===== src/rtl/seg7_pkg.sv =====
// Shared types, constants and the hex-to-segment decoder for the seven-segment scan block.
package seg7_pkg;

  localparam logic [6:0] SEG_BLANK = 7'h7F;

  typedef logic [1:0] digit_idx_t;

  // Active-low segments {g,f,e,d,c,b,a}, bit0 = a.
  function automatic logic [6:0] hex_to_seg(input logic [3:0] nib);
    logic [6:0] s;
    case (nib)
      4'h0: s = 7'h40;
      4'h1: s = 7'h79;
      4'h2: s = 7'h24;
      4'h3: s = 7'h30;
      4'h4: s = 7'h19;
      4'h5: s = 7'h12;
      4'h6: s = 7'h02;
      4'h7: s = 7'h78;
      4'h8: s = 7'h00;
      4'h9: s = 7'h10;
      4'hA: s = 7'h08;
      4'hB: s = 7'h03;
      4'hC: s = 7'h46;
      4'hD: s = 7'h21;
      4'hE: s = 7'h06;
      default: s = 7'h0E;
    endcase
    return s;
  endfunction

endpackage


===== src/rtl/seg7_scan_timer.sv =====
// Dwell prescaler and digit index counter; flags blanking and the frame boundary.
module seg7_scan_timer
  import seg7_pkg::*;
#(
  parameter int unsigned CLK_DIV      = 50000,
  parameter int unsigned BLANK_CYCLES = 500
) (
  input  logic       clk,
  input  logic       reset,
  output digit_idx_t idx_o,
  output logic       blank_o,
  output logic       frame_boundary_o
);

  localparam int unsigned PW = (CLK_DIV > 1) ? $clog2(CLK_DIV) : 1;

  logic [PW-1:0] presc_q, presc_d;
  digit_idx_t    idx_q, idx_d;
  logic          wrap;

  assign wrap             = (32'(presc_q) == CLK_DIV - 1);
  assign blank_o          = (32'(presc_q) < BLANK_CYCLES);
  assign idx_o            = idx_q;
  assign frame_boundary_o = wrap && (idx_q == 2'd3);

  // Next prescaler value and digit advance on prescaler wrap.
  always_comb begin
    presc_d = presc_q + 1'b1;
    idx_d   = idx_q;
    if (wrap) begin
      presc_d = '0;
      idx_d   = idx_q + 2'd1;
    end
  end

  // Counter state registers.
  always_ff @(posedge clk) begin
    if (reset) begin
      presc_q <= '0;
      idx_q   <= '0;
    end else begin
      presc_q <= presc_d;
      idx_q   <= idx_d;
    end
  end

endmodule


===== src/rtl/seg7_scan_controller.sv =====
// Two-source seven-segment scan controller: per-source holding registers, frame-boundary
// commit into the display buffer, and registered anode/cathode drive.
module seg7_scan_controller
  import seg7_pkg::*;
#(
  parameter int unsigned CLK_DIV      = 50000,
  parameter int unsigned BLANK_CYCLES = 500
) (
  input  logic        clk,
  input  logic        reset,
  input  logic [15:0] src_a_data,
  input  logic        src_a_valid,
  output logic        src_a_ready,
  input  logic [27:0] src_b_segs,
  input  logic        src_b_valid,
  output logic        src_b_ready,
  input  logic        sel_b,
  input  logic [3:0]  digit_en,
  output logic [6:0]  seg,
  output logic [3:0]  an,
  output logic        frame_tick
);

  digit_idx_t       idx;
  logic             blank, boundary;

  logic             held_a_q, held_a_d, held_b_q, held_b_d;
  logic [15:0]      hold_a_q, hold_a_d;
  logic [27:0]      hold_b_q, hold_b_d;
  logic [3:0][6:0]  buf_q, buf_d;
  logic [6:0]       seg_q, seg_d;
  logic [3:0]       an_q, an_d;
  logic             acc_a, acc_b, commit_a, commit_b;

  seg7_scan_timer #(
    .CLK_DIV      (CLK_DIV),
    .BLANK_CYCLES (BLANK_CYCLES)
  ) u_timer (
    .clk              (clk),
    .reset            (reset),
    .idx_o            (idx),
    .blank_o          (blank),
    .frame_boundary_o (boundary)
  );

  assign src_a_ready = ~held_a_q & ~reset;
  assign src_b_ready = ~held_b_q & ~reset;
  assign acc_a       = src_a_valid & src_a_ready;
  assign acc_b       = src_b_valid & src_b_ready;
  assign commit_a    = boundary & ~sel_b & held_a_q;
  assign commit_b    = boundary &  sel_b & held_b_q;
  assign frame_tick  = boundary & ~reset;
  assign seg         = seg_q;
  assign an          = an_q;

  // Handshake capture, boundary commit and next output drive.
  always_comb begin
    held_a_d = held_a_q;
    held_b_d = held_b_q;
    hold_a_d = hold_a_q;
    hold_b_d = hold_b_q;
    buf_d    = buf_q;
    // Clear-on-commit precedes set-on-accept so a same-cycle accept leaves the flag set.
    if (commit_a) held_a_d = 1'b0;
    if (commit_b) held_b_d = 1'b0;
    if (acc_a) begin
      held_a_d = 1'b1;
      hold_a_d = src_a_data;
    end
    if (acc_b) begin
      held_b_d = 1'b1;
      hold_b_d = src_b_segs;
    end
    for (int unsigned k = 0; k < 4; k++) begin
      if (commit_a)      buf_d[k] = hex_to_seg(hold_a_q[4*k +: 4]);
      else if (commit_b) buf_d[k] = hold_b_q[7*k +: 7];
    end
    seg_d = buf_q[idx];
    an_d  = blank ? 4'hF : ~((4'b0001 << idx) & digit_en);
  end

  // State and output registers.
  always_ff @(posedge clk) begin
    if (reset) begin
      held_a_q <= 1'b0;
      held_b_q <= 1'b0;
      hold_a_q <= '0;
      hold_b_q <= '0;
      buf_q    <= {4{SEG_BLANK}};
      seg_q    <= SEG_BLANK;
      an_q     <= '1;
    end else begin
      held_a_q <= held_a_d;
      held_b_q <= held_b_d;
      hold_a_q <= hold_a_d;
      hold_b_q <= hold_b_d;
      buf_q    <= buf_d;
      seg_q    <= seg_d;
      an_q     <= an_d;
    end
  end

endmodule


===== config.mk =====
export PLATFORM = sky130hd
export DESIGN_NAME = seg7_scan_controller
export DESIGN_NICKNAME = d
export VERILOG_FILES = /design/src/rtl/seg7_pkg.sv /design/src/rtl/seg7_scan_timer.sv /design/src/rtl/seg7_scan_controller.sv
export SDC_FILE = /design/constraint.sdc
export NUM_CORES = 1
export LEC_CHECK = 0
export BUFFER_PORTS_ARGS = -buffer_cell sky130_fd_sc_hd__buf_2
export CAP_MARGIN = 15
export CORE_MARGIN = 2
export CORE_UTILIZATION = 50
export CTS_CLUSTER_DIAMETER = 80
export CTS_CLUSTER_SIZE = 40
export DETAILED_ROUTE_END_ITERATION = 7
export PLACE_DENSITY_LB_ADDON = 0.05
export SYNTH_ARGS = -nofsm -noshare
export SYNTH_HDL_FRONTEND = slang
export SYNTH_SLANG_ARGS = --single-unit

===== constraint.sdc =====
create_clock -name clk -period 5.45 [get_ports clk]
set_input_delay 0.2725 -clock clk [delete_from_list [all_inputs] [get_ports clk]]
set_output_delay 0.2725 -clock clk [all_outputs]
set_load 0.01 [all_outputs]

==> results.sh <==
export IMPL_pwr_share_seq=0.452
export IMPL_vias_per_cell=5.51
export IMPL_ctsHoldBuffers=0
export IMPL_grt_pass1_wl_um=21800
export IMPL_place_gp_congestion=0.897
export IMPL_worstPathCellList="nand2b_1 > mux2i_1 > nor2_1 > inv_1 > ha_1 > a221o_1"
export IMPL_grt_ovfl_total=0
export IMPL_drt_first_iter_violations=237
export IMPL_setup_violations=0
export IMPL_crit_fanout=20
export IMPL_core_rowCount=39
export IMPL_holdCritPathClass="input port to flip-flop"
export IMPL_cts_root_buf="clkbuf_16"
export IMPL_critPathSlowestCell="nand2b_1"
export IMPL_wl_per_cell_um=16.3
export IMPL_tightestPinTransition_ps=889
export IMPL_antenna_left=0
export IMPL_first_pass_iters=5
export IMPL_drive_gt1_frac=0.192
export IMPL_yosysUniqueCellTypes=41
export IMPL_switching_share=0.227
export IMPL_async_flop_share=0
export IMPL_hold_viol=0
export IMPL_htree_levels=4
export IMPL_slew_headroom=0.407
export IMPL_combPwrFrac=0.081
export IMPL_diodes=0
export IMPL_worstPathArrival_ps=3280
export IMPL_reg2reg_slack_ps=2470
export IMPL_crit_type="flip-flop to flip-flop"
export IMPL_mostFrequentLayoutCell="dfxtp_1"
export IMPL_p_per_area_nw_per_um2=338
export IMPL_max_freq_ghz=0.335
export IMPL_cts_buffers=17
export IMPL_ys_seq_area_frac=0.450
export IMPL_nets=737
export IMPL_peakVddDrop_uv=241
export IMPL_fin_crit_ps=2980
export IMPL_antenna_found_initial=0
export IMPL_setup_tns_ps=0
export IMPL_die_y_um=112
export IMPL_min_from="digit_en[2]"
export IMPL_synthToLayoutAreaGrowth_pct=15.6
export IMPL_syn_avg_cell_area_um2=9.56
export IMPL_cp_start_kind="flip-flop"
export IMPL_slew_viol_final=0
export IMPL_cts_tree="done"
export IMPL_drc_errors=0
export IMPL_mostFrequentLayoutCells="dfxtp_1 (131), nand2_1 (67), buf_2 (66)"
export IMPL_crit_buf_inv=1
export IMPL_power_frac_clock=0.468
export IMPL_synth_edf_count=0
export IMPL_io_buffer_count=66
export IMPL_min_path_cells=2
export IMPL_dp_hpwl_um=9320
export IMPL_status="finished, final reports clean"
export IMPL_hold_end="an[2]"
export IMPL_synth_nets=691
export IMPL_insertion_delay_ps=420
export IMPL_syn_inst=609
export IMPL_fin_crit_sh=0.547
export IMPL_synth_ff_type="dfxtp_1"
export IMPL_clk_pin_slew_ps=60
export IMPL_ys_warn_count=0
export IMPL_p_leak_nw=2.58
export IMPL_worstPathRequired_ps=5750
export IMPL_grt_max_degree=76
export IMPL_fin_skew_ps=5.63
export IMPL_power_switching_uw=517
export IMPL_die_area_um2=12500
export IMPL_rsz0062_at_grt="false"
export IMPL_die_x_um=112
export IMPL_cp_end_kind="flip-flop"
export IMPL_drt_wl_total_um=13200
export IMPL_core_area_um2=11400
export IMPL_reg2regPathDepth=6
export IMPL_finalPower_mw=2.28
export IMPL_first_global_vias=4367
export IMPL_cpPeakStageDelay_ps=770
export IMPL_clk_path_buf_depth=2
export IMPL_cap_violations=0
export IMPL_cpLargestDelayFamily="simple AND/OR/NAND/NOR gates"
export IMPL_ys_seq_elements=131
export IMPL_p_int_mw=1.76
export IMPL_syn_cell_area_um2=5820
export IMPL_r2r_start="held_a_q"
export IMPL_cts_sinks=131
export IMPL_track_usage=0.221
export IMPL_cts_setup_buffers=0
export IMPL_start_util=0.512
export IMPL_ios=67
export IMPL_cts_resized=0
export IMPL_routed_via_count=4465
power groups by stage:
stage / clock network, mW / logic, mW / registers (mW)
finish: 1.06 / 0.184 / 1.03
global route: 1.12 / 0.204 / 1.03
CTS: 1.08 / 0.182 / 1.03
detailed placement: 0 / 0.181 / 1.05
global placement: 0 / 0.176 / 1.05
floorplan: 0 / 0.130 / 1.04
kinds of logic (layout without fill, tap and decap cells):
family,count (synthesis),count (layout),share of synthesized area
compound gates,158,158,0.182
buf+inv,63,121,0.0455
fa+ha+maj,29,29,0.0623
xor+xnor,19,19,0.0286
simple gates,170,170,0.150
mux,39,39,0.0821
flops,131,131,0.450
metrics by stage:
step                      cells  instance area, um2  utilization  hold WS (ps)  setup WS, ps
after floorplan             609                5820            -           357          3080
after global placement      778                6160        0.542           430          2600
after detailed placement    778                6160        0.542           436          2400
after CTS                   809                6710        0.590          25.6          2490
after global routing        810                6730        0.592          40.4          2210
final                       810                6730        0.592          40.7          2470
worst max path at each step:
stage	end	cells past startpoint	slack, ps	start
after detailed placement	flip-flop	6	2400	reset
after global routing	flip-flop	6	2210	held_a_q
after global placement	flip-flop	6	2600	held_a_q
final	flip-flop	6	2470	held_a_q
after floorplan	flip-flop	8	3080	held_a_q
after CTS	flip-flop	6	2490	held_a_q
synthesized netlist by cell type (3+ instances only):
cell / n / area share
nand3_1: 10 / 0.0086
clkbuf_1: 34 / 0.022
o22ai_1: 12 / 0.013
mux2i_1: 32 / 0.055
buf_6: 3 / 0.0058
dfxtp_1: 131 / 0.45
ha_1: 29 / 0.062
and3_1: 7 / 0.0075
nand2_1: 67 / 0.043
or3_1: 4 / 0.0043
and2_1: 3 / 0.0032
a21o_1: 28 / 0.036
a221o_1: 4 / 0.0069
or2_2: 11 / 0.012
a32o_1: 4 / 0.0069
a31oi_1: 4 / 0.0043
nor4bb_1: 12 / 0.021
buf_2: 5 / 0.0043
nor2_1: 33 / 0.021
a31o_2: 12 / 0.018
nand4_1: 7 / 0.0075
a22oi_1: 28 / 0.036
inv_1: 20 / 0.013
xnor2_1: 12 / 0.018
nor4_1: 5 / 0.0054
mux4_2: 7 / 0.027
o21ai_0: 60 / 0.052
xor2_1: 7 / 0.011
layout make-up:
type | count | area [um2]
Fill cell | 1013 | 4640
Multi-Input combinational cell | 415 | 2940
Sequential cell | 131 | 2620
Clock buffer | 25 | 465
Timing Repair Buffer | 70 | 373
Tap cell | 143 | 179
Clock inverter | 6 | 80.1
Inverter | 20 | 75.1
routing by layer:
metal	vias up	global-route usage	wire [um]
met5	-	0	0
met4	0	0.0815	195
met3	11	0.0642	537
met2	89	0.352	6180
met1	2110	0.288	6290
li1	2255	-	-
Note: power is estimated with default switching activity, not from simulation.
